[config.mk]
export PLATFORM = sky130hd
export DESIGN_NAME = ifetch_align
export DESIGN_NICKNAME = d
export VERILOG_FILES = /design/src/rtl/ifetch_align.sv
export SDC_FILE = /design/constraint.sdc
export NUM_CORES = 1
export LEC_CHECK = 0
export ABC_AREA = 1
export CAP_MARGIN = 40
export CORE_AREA = 8 8 197 199
export CTS_BUF_LIST = sky130_fd_sc_hd__clkbuf_8
export CTS_CLUSTER_SIZE = 40
export DETAILED_ROUTE_END_ITERATION = 10
export DIE_AREA = 0 0 205 207
export SLEW_MARGIN = 20
export SYNTH_ARGS = -nofsm -noshare
export SYNTH_HDL_FRONTEND = slang
export SYNTH_SLANG_ARGS = --single-unit
[constraint.sdc]
create_clock -name clk -period 8.2 [get_ports clk]
set_clock_uncertainty 0.2 [all_clocks]
set_input_delay 1.23 -clock clk [delete_from_list [all_inputs] [get_ports clk]]
set_output_delay 1.23 -clock clk [all_outputs]
set_load 0.02 [all_outputs]
[src/rtl/ifetch_align.sv]
// Instruction-fetch realigner: word fetches in, one raw instruction per cycle out.
// Build option IFA_RVC_EN enables 16-bit (RVC) instructions; otherwise all are 32-bit and odd-halfword targets trap.
module ifetch_align #(
   parameter int          FETCH_W  = 32,
   parameter int          DEPTH    = 8,
   parameter int          MAX_OS   = 2,
   parameter logic [31:0] RESET_PC = 32'h0000_0000
) (
   input  logic               clk,
   input  logic               resetb,
   output logic               f_req,
   output logic [31:0]        f_addr,
   input  logic               f_gnt,
   input  logic               f_rvalid,
   input  logic [FETCH_W-1:0] f_rdata,
   input  logic               flush,
   input  logic [31:0]        flush_pc,
   output logic               out_valid,
   input  logic               out_ready,
   output logic [31:0]        out_inst,
   output logic [31:0]        out_pc,
   output logic               out_is_c,
   output logic               out_misalign
);

   localparam int          NH         = FETCH_W / 16;
   localparam int          OFFB       = $clog2(FETCH_W / 8);
   localparam int          SW         = OFFB - 1;
   localparam int          AW         = $clog2(DEPTH);
   localparam int          CW         = AW + 1;
   localparam logic [31:0] ADDR_INC   = 32'(FETCH_W / 8);
   localparam logic [31:0] ALIGN_MASK = ~(ADDR_INC - 32'd1);

   logic          r_req;
   logic [31:0]   r_addr;
   logic [1:0]    r_os;
   logic [1:0]    r_drop;
   logic [SW-1:0] r_skip;
   logic [15:0]   r_buf [DEPTH];
   logic [AW-1:0] r_rd;
   logic [AW-1:0] r_wr;
   logic [CW-1:0] r_cnt;
   logic [31:0]   r_pc;
   logic          r_mis;
   logic          r_err_v;

   logic          w_gnt;
   logic          w_rv;
   logic          w_push;
   logic          w_pop;
   logic          w_is_c;
   logic          w_fl_mis;
   logic          w_valid;
   logic [15:0]   w_hw0;
   logic [15:0]   w_hw1;
   logic [CW-1:0] w_push_n;
   logic [CW-1:0] w_pop_n;
   logic [CW-1:0] w_cnt_n;
   logic [CW-1:0] w_free_n;
   logic [1:0]    w_os_n;
   logic [15:0]   w_need;
   logic          w_req_n;

   // Responses with nothing outstanding (e.g. in flight across a reset) are ignored.
   assign w_gnt  = r_req & f_gnt;
   assign w_rv   = f_rvalid & (r_os != 2'd0);
   assign w_push = w_rv & (r_drop == 2'd0);
   assign w_hw0  = r_buf[r_rd];
   assign w_hw1  = r_buf[r_rd + AW'(1)];

`ifdef IFA_RVC_EN
   assign w_is_c   = (r_cnt != '0) && (w_hw0[1:0] != 2'b11);
   assign w_fl_mis = 1'b0;
`else
   assign w_is_c   = 1'b0;
   assign w_fl_mis = flush & flush_pc[1];
`endif

   assign w_valid = r_mis ? r_err_v : (w_is_c | (r_cnt >= CW'(2)));
   assign w_pop   = w_valid & out_ready;

   always_comb begin
      w_push_n = '0;
      w_pop_n  = '0;
      if (w_push)
         w_push_n = CW'(NH) - CW'(r_skip);
      if (w_pop && !r_mis)
         w_pop_n = w_is_c ? CW'(1) : CW'(2);
      w_cnt_n  = r_cnt + w_push_n - w_pop_n;
      w_free_n = CW'(DEPTH) - w_cnt_n;
      w_os_n   = r_os + {1'b0, w_gnt} - {1'b0, w_rv};
      // Space for every outstanding response plus the new one is reserved up front.
      w_need   = 16'(NH) * (16'(w_os_n) + 16'd1);
      w_req_n  = (r_req & ~f_gnt) |
                 (~r_mis & (w_os_n < 2'(MAX_OS)) & (16'(w_free_n) >= w_need));
   end

   always_ff @(posedge clk or negedge resetb) begin
      if (!resetb) begin
         r_req   <= 1'b0;
         r_addr  <= RESET_PC & ALIGN_MASK;
         r_os    <= '0;
         r_drop  <= '0;
         r_skip  <= RESET_PC[OFFB-1:1];
         r_rd    <= '0;
         r_wr    <= '0;
         r_cnt   <= '0;
         r_pc    <= RESET_PC;
         r_mis   <= 1'b0;
         r_err_v <= 1'b0;
      end else if (flush) begin
         r_req   <= 1'b0;
         r_addr  <= flush_pc & ALIGN_MASK;
         r_os    <= w_os_n;
         r_drop  <= w_os_n;
         r_skip  <= flush_pc[OFFB-1:1];
         r_rd    <= '0;
         r_wr    <= '0;
         r_cnt   <= '0;
         r_pc    <= flush_pc & ~32'd1;
         r_mis   <= w_fl_mis;
         r_err_v <= w_fl_mis;
      end else begin
         r_req <= w_req_n;
         r_os  <= w_os_n;
         r_cnt <= w_cnt_n;
         if (w_gnt)
            r_addr <= r_addr + ADDR_INC;
         if (w_rv && (r_drop != 2'd0))
            r_drop <= r_drop - 2'd1;
         if (w_push) begin
            r_skip <= '0;
            r_wr   <= r_wr + AW'(w_push_n);
         end
         if (w_pop) begin
            if (r_mis) begin
               r_err_v <= 1'b0;
            end else begin
               r_rd <= r_rd + AW'(w_pop_n);
               r_pc <= r_pc + (w_is_c ? 32'd2 : 32'd4);
            end
         end
      end
   end

   // Halfword storage: lanes below the entry offset of a redirected fetch are skipped.
   always_ff @(posedge clk) begin
      if (w_push && !flush) begin
         for (int i = 0; i < NH; i++) begin
            if (AW'(i) >= AW'(r_skip))
               r_buf[r_wr + AW'(i) - AW'(r_skip)] <= f_rdata[16*i +: 16];
         end
      end
   end

   assign f_req        = r_req;
   assign f_addr       = r_addr;
   assign out_valid    = w_valid;
   assign out_inst     = r_mis ? 32'd0 : (w_is_c ? {16'h0000, w_hw0} : {w_hw1, w_hw0});
   assign out_pc       = r_pc;
   assign out_is_c     = w_is_c;
   assign out_misalign = r_mis;

endmodule

==> results.json, run 1 <==
{
  "clock-sinks": 206,
  "synth.distinct_cells": 46,
  "critPathKind": "flop to primary output",
  "crit_family": "buffers and inverters",
  "p_int_mw": 2.212,
  "grt_max_degree": 72,
  "fin_nets": 1770,
  "dp.cells": 2105,
  "fmax_ghz": 0.2100,
  "remaining_drc_errors": 0,
  "yosysSeqAreaShare_pct": 47.11,
  "switching_share_pct": 37.36,
  "post_drt_wl_per_cell_um": 17.24,
  "worst_slack_ns": 3.438,
  "seqPwrFrac_pct": 37.8,
  "hold_viol_final": 0,
  "r2r_slack_ns": 4.35,
  "startpoint": "r_rd[1]",
  "drive_gt1_share_pct": 8.612,
  "min_from": "out_pc[1]",
  "port_buffers": 164,
  "path_cells": "buf_4 > inv_1 > buf_4 > o21ai_0 > a21oi_1 > clkdlybuf4s50_1",
  "grt_pass1_wl_mm": 58.96,
  "reg2reg_depth": 18,
  "root_buffer": "clkbuf_8",
  "syn_inst": 1543,
  "synth_commonest_cells": "380 x nand2_1, 233 x nor2_1, 173 x o21ai_0, 128 x edfxtp_1, 123 x inv_1",
  "power_density_nw_per_um2": 236.8,
  "coreArea_um2": 35910,
  "ir_worst_vdd_v": 0.0001142,
  "synth_top_area_cell": "edfxtp_1",
  "antenna_found_initial": 0,
  "hp-class": "flop to flop",
  "synth-edff-count": 128,
  "ys_seq_elements": 206,
  "drtPass1Iterations": 6,
  "power_switching_mw": 1.319,
  "place_ws_ns": 3.440,
  "setup-tns-final_ns": 0,
  "fin_cells": 2175,
  "r2r_end": "f_req",
  "die_w_um": 205,
  "clk_pin_slew_ns": 0.06,
  "cts_tree": "built",
  "row_count": 70,
  "synth_area_um2": 12300,
  "ant_nets": 0,
  "status": "complete, no violations",
  "setup_violations": 0,
  "yosysWarnings": 0,
  "fillCellCount": 3674,
  "avgViaCountPerCell": 5.063,
  "cap_violations": 0,
  "grt-ovfl-total": 0,
  "critical_path_required_ns": 6.77,
  "synth_ff_type": "edfxtp_1",
  "crit_slowest_cell": "clkdlybuf4s50_1",
  "clk_path_buf_depth": 3,
  "period_share_pct": 58.07,
  "cts_hold_buffers": 0,
  "gp_congestion": 0.8786,
  "cp_max_fo": 64,
  "drtIter0Drc": 854,
  "combPwrFrac_pct": 34.1,
  "cts_made_buffers": 39,
  "routed_wirelength_mm": 37.50,
  "grt_pass1_vias": 10614,
  "crit_path_frequent_cell": "buf_4",
  "layout_min_cycle_time_ns": 4.762,
  "startpoint_type": "flop",
  "worst_pin_slew_ns": 0.8014,
  "area_growth_pct": 21.19,
  "synth_top_cell_area_share_pct": 31.24,
  "clkPwrFrac_pct": 28.1,
  "clock_latency_ns": 0.56,
  "hold_ws_ns": 0.2691,
  "cts.repair.resized": 0,
  "max_slew_margin_pct": 46.52,
  "worstHoldPathCells": 2,
  "synth_most_common_cell": "nand2_1",
  "slowest_delay_ns": 0.68,
  "arrival_ns": 3.33,
  "antennaDiodeCount": 0,
  "vias": 11012,
  "end_kind": "primary output",
  "die_y_um": 207,
  "power.leakage_nw": 6.261,
  "worst_hold_path.endpoint": "out_pc[1]",
  "slew_viol_final": 0,
  "post_cts_buffers": 0,
  "async_reset_ff_share_pct": 37.86,
  "ios": 170,
  "post_dp_cell_area_um2": 14150,
  "track_usage_pct": 17.18,
  "finalCoreUtilization_pct": 41.52,
  "die-area_um2": 42440,
  "syn_area_per_cell_um2": 7.973,
  "power.total_mw": 3.532,
  "cts_max_level": 2,
  "rsz0062_at_grt": "false",
  "initial_core_util_pct": 34.26,
  "detailed_place_hpwl_mm": 25.59,
  "final_area_um2": 14910,
  "synth.area.top_cells": "edfxtp_1 31%, dfrtp_1 16%, nand2_1 12%",
  "cp_num_buf_inv": 4,
  "reg2reg_from": "out_misalign"
}
worst reg2reg max path, cell delays in order, from the launching register on:
cell	delay [ns]
dfrtp_1	0.32
buf_4	0.47
inv_2	0.11
nand2_1	0.09
nand2_1	0.06
nand2_1	0.21
nor2_1	0.11
fa_1	0.49
ha_1	0.22
or2_2	0.27
nand2_1	0.10
inv_1	0.06
nand3_1	0.08
xor2_1	0.16
ha_1	0.26
a21oi_1	0.13
o21ai_0	0.09
o2111ai_1	0.21
nand2_1	0.07
layout make-up:
| cell class | instances | area (µm²) | area share (%) |
|---|---|---|---|
| clock buffer | 43 | 591.8 | 3.969 |
| inverter | 127 | 484.2 | 3.247 |
| multi-input combinational | 1121 | 5498 | 36.87 |
| clock inverter | 27 | 166.4 | 1.116 |
| tap | 468 | 585.6 | 3.927 |
| sequential | 206 | 5797 | 38.88 |
| timing repair buffer | 183 | 1788 | 11.99 |
sequential cells by signal (all words and copies together) (netlist names):
register	cells
r_wr	3
r_cnt	4
r_err_v	1
r_buf	128
r_skip	1
r_rd	2
out_misalign	1
f_addr	30
r_drop	2
out_pc	31
r_os	2
f_req	1
cell usage in the layout, fill, tap and decap left out, drive strengths merged, types with 2 or more instances in the layout:
cell and count:
dfrtp 78, a21oi 73, inv 138, nand3b 5, o21ai 246, o31ai 3
nand4 15, o21bai 2, nand3 77, buf 21, xnor2 4, xor2 4
edfxtp 128, conb 4, clkinv 15, and2 2, a22oi 3, ha 20
nor3 10, or2 2, clkdlybuf4s50 162, nor2 240, o211ai 8, fa 2
a31oi 9, nand2 386, clkbuf 43
logic make-up after synthesis:
| logic type | count (synthesis) | synth area share [%] |
|---|---|---|
| xor+xnor | 8 | 0.7221 |
| other cells | 1 | 0.03048 |
| fa+ha+maj | 22 | 2.359 |
| simple gates | 738 | 25.36 |
| flops | 206 | 47.11 |
| buf+inv | 219 | 8.298 |
| compound gates | 349 | 16.12 |
routing by layer:
metal	GRT usage (%)	vias up	wire length (µm)
met5	0	-	0
met4	4.561	0	847
met3	3.215	59	2564
met2	28.33	361	17710
met1	22.77	5197	16380
li1	-	5395	-
how the worst max path moves through the flow:
stage / to / slack (ns) / cells after the start
after detailed placement: f_req / 3.44 / 19
final: out_inst[9] / 3.44 / 6
after floorplan: f_req / 4.24 / 18
after global routing: out_inst[16] / 3.22 / 6
after global placement: f_req / 3.52 / 19
after CTS: out_inst[17] / 3.33 / 6
power groups by stage:
| stage | clock network, mW | registers, mW | logic (mW) |
|---|---|---|---|
| after floorplan | 0 | 1.39 | 0.713 |
| after global placement | 0 | 1.35 | 1.19 |
| after detailed placement | 0 | 1.35 | 1.21 |
| after CTS | 1.01 | 1.33 | 1.22 |
| after global routing | 1.06 | 1.35 | 1.35 |
| final | 0.994 | 1.33 | 1.20 |
Note: power is estimated with default switching activity, not from simulation.
==> inputs of run 2 (changes only) <==
==> constraint.sdc (replaced) <==
create_clock -name clk -period 4.94 [get_ports clk]
set_clock_uncertainty 0.2 [all_clocks]
set_input_delay 0.741 -clock clk [delete_from_list [all_inputs] [get_ports clk]]
set_output_delay 0.741 -clock clk [all_outputs]
set_load 0.02 [all_outputs]
==> results.json, run 2 (synthesized netlist as in run 1, its figures left out) <==
{
  "startpoint_type": "flop",
  "cts_made_buffers": 39,
  "power_density_nw_per_um2": 388.1,
  "area_growth_pct": 20.71,
  "crit_slowest_cell": "dfrtp_1",
  "antennaDiodeCount": 0,
  "hold_viol_final": 0,
  "die-area_um2": 42440,
  "remaining_drc_errors": 0,
  "layout_min_cycle_time_ns": 4.100,
  "cts_max_level": 2,
  "critPathKind": "flop to primary output",
  "status": "complete, no violations",
  "max_slew_margin_pct": 43.00,
  "grt_max_degree": 66,
  "largest_register_ff_count": 128,
  "initial_core_util_pct": 34.26,
  "cts_tree": "built",
  "rsz0062_at_grt": "false",
  "slew_viol_final": 0,
  "arrival_ns": 3.16,
  "avgViaCountPerCell": 5.072,
  "reg2reg_depth": 19,
  "drtPass1Iterations": 6,
  "cp_max_fo": 32,
  "vias": 10991,
  "ios": 170,
  "layout_commonest_cell": "nand2_1",
  "worst_pin_slew_ns": 0.8493,
  "port_buffers": 164,
  "path_cells": "inv_1 > buf_4 > nor2_1 > o21ai_0 > a21oi_1 > clkdlybuf4s50_1",
  "clock-sinks": 206,
  "layout_common_cells": "380 x nand2_1, 233 x nor2_1, 165 x o21ai_0",
  "setup_violations": 0,
  "worst_slack_ns": 0.8401,
  "post_cts_buffers": 0,
  "die_w_um": 205,
  "grt_pass1_wl_mm": 57.77,
  "r2r_slack_ns": 1.43,
  "track_usage_pct": 17.02,
  "routed_wirelength_mm": 37.20,
  "slowest_delay_ns": 0.87,
  "place_ws_ns": 0.7536,
  "end_kind": "primary output",
  "cts_hold_buffers": 0,
  "setup-tns-final_ns": 0,
  "coreArea_um2": 35910,
  "multiInputGateArea_um2": 5498,
  "row_count": 70,
  "root_buffer": "clkbuf_8",
  "clk_pin_slew_ns": 0.06,
  "detailed_place_hpwl_mm": 25.97,
  "fmax_ghz": 0.2439,
  "grt-ovfl-total": 0,
  "die_y_um": 207,
  "antenna_found_initial": 0,
  "hp-class": "primary input to async pin",
  "grt_pass1_vias": 10400,
  "fin_nets": 1770,
  "fillCellCount": 3644,
  "critical_path_required_ns": 4.00,
  "top_register": "r_buf",
  "seqCellArea_um2": 5797,
  "drive_gt1_share_pct": 8.240,
  "power.leakage_nw": 6.243,
  "cts.repair.resized": 0,
  "ant_nets": 0,
  "post_drt_wl_per_cell_um": 17.17,
  "gp_congestion": 0.8688,
  "clock_latency_ns": 0.57,
  "clk_path_buf_depth": 3,
  "period_share_pct": 82.99,
  "ir_worst_vdd_v": 0.0001744,
  "drtIter0Drc": 912,
  "cap_violations": 0
}
## run 2: cell count changes in the layout (fill, tap and decap cells not counted), sizes merged
cell / previous run / this run
clkinv: 15 / 3
inv: 138 / 143
clkbuf: 43 / 41
clkinvlp: 0 / 1
## run 2: per-layer routing
metal  global-route usage (%)  vias to the layer above  wire, µm
met4                    5.695                        0      1088
met1                    22.42                     5179     15890
met3                    3.340                       61      2712
li1                         -                     5397         -
met2                    27.57                      354     17500
met5                        0                        -         0
## run 2: worst paths after layout
kind	startpoint	to
max	r_rd[2]	out_inst[17]
min	resetb	f_addr[29]
max reg2reg	r_cnt[2]	f_req
min reg2reg	out_pc[1]	out_pc[1]
max in group asynchronous	resetb	r_cnt[1]
min in group clk	out_pc[1]	out_pc[1]
## run 2: cell type report
| class | count | area share (%) |
|---|---|---|
| clock buffer | 41 | 3.800 |
| clock inverter | 21 | 0.8931 |
| sequential | 206 | 39.03 |
| multi-input combinational | 1121 | 37.02 |
| tap | 468 | 3.943 |
| timing repair buffer | 183 | 12.05 |
| inverter | 127 | 3.261 |
## run 2: critical path, delay by kind of cell, from the launching register on
family | cells | cell delay (ns)
AND/OR/NAND/NOR | 1 | 0.14
buffers and inverters | 3 | 1.12
AO/OA/AOI/OAI | 2 | 0.49
flip-flops | 1 | 0.87
## run 2: per-stage QoR
| step | hold WS [ns] | util [%] | std cells | total power [mW] | instance area [µm²] |
|---|---|---|---|---|---|
| floorplan | 0.2454 | - | 1546 | 3.486 | 12310 |
| global placement | 0.2580 | 39.37 | 2103 | 4.222 | 14140 |
| detailed placement | 0.2658 | 39.41 | 2105 | 4.257 | 14150 |
| CTS | 0.03003 | 41.36 | 2167 | 5.824 | 14850 |
| global route | 0.06336 | 41.36 | 2167 | 6.124 | 14850 |
| finish | 0.01449 | 41.36 | 2167 | 5.763 | 14850 |
## run 2: where the power goes
group,switching [mW],internal [mW]
clock network,0.729,0.817
registers,0.191,2.02
logic,1.22,0.793
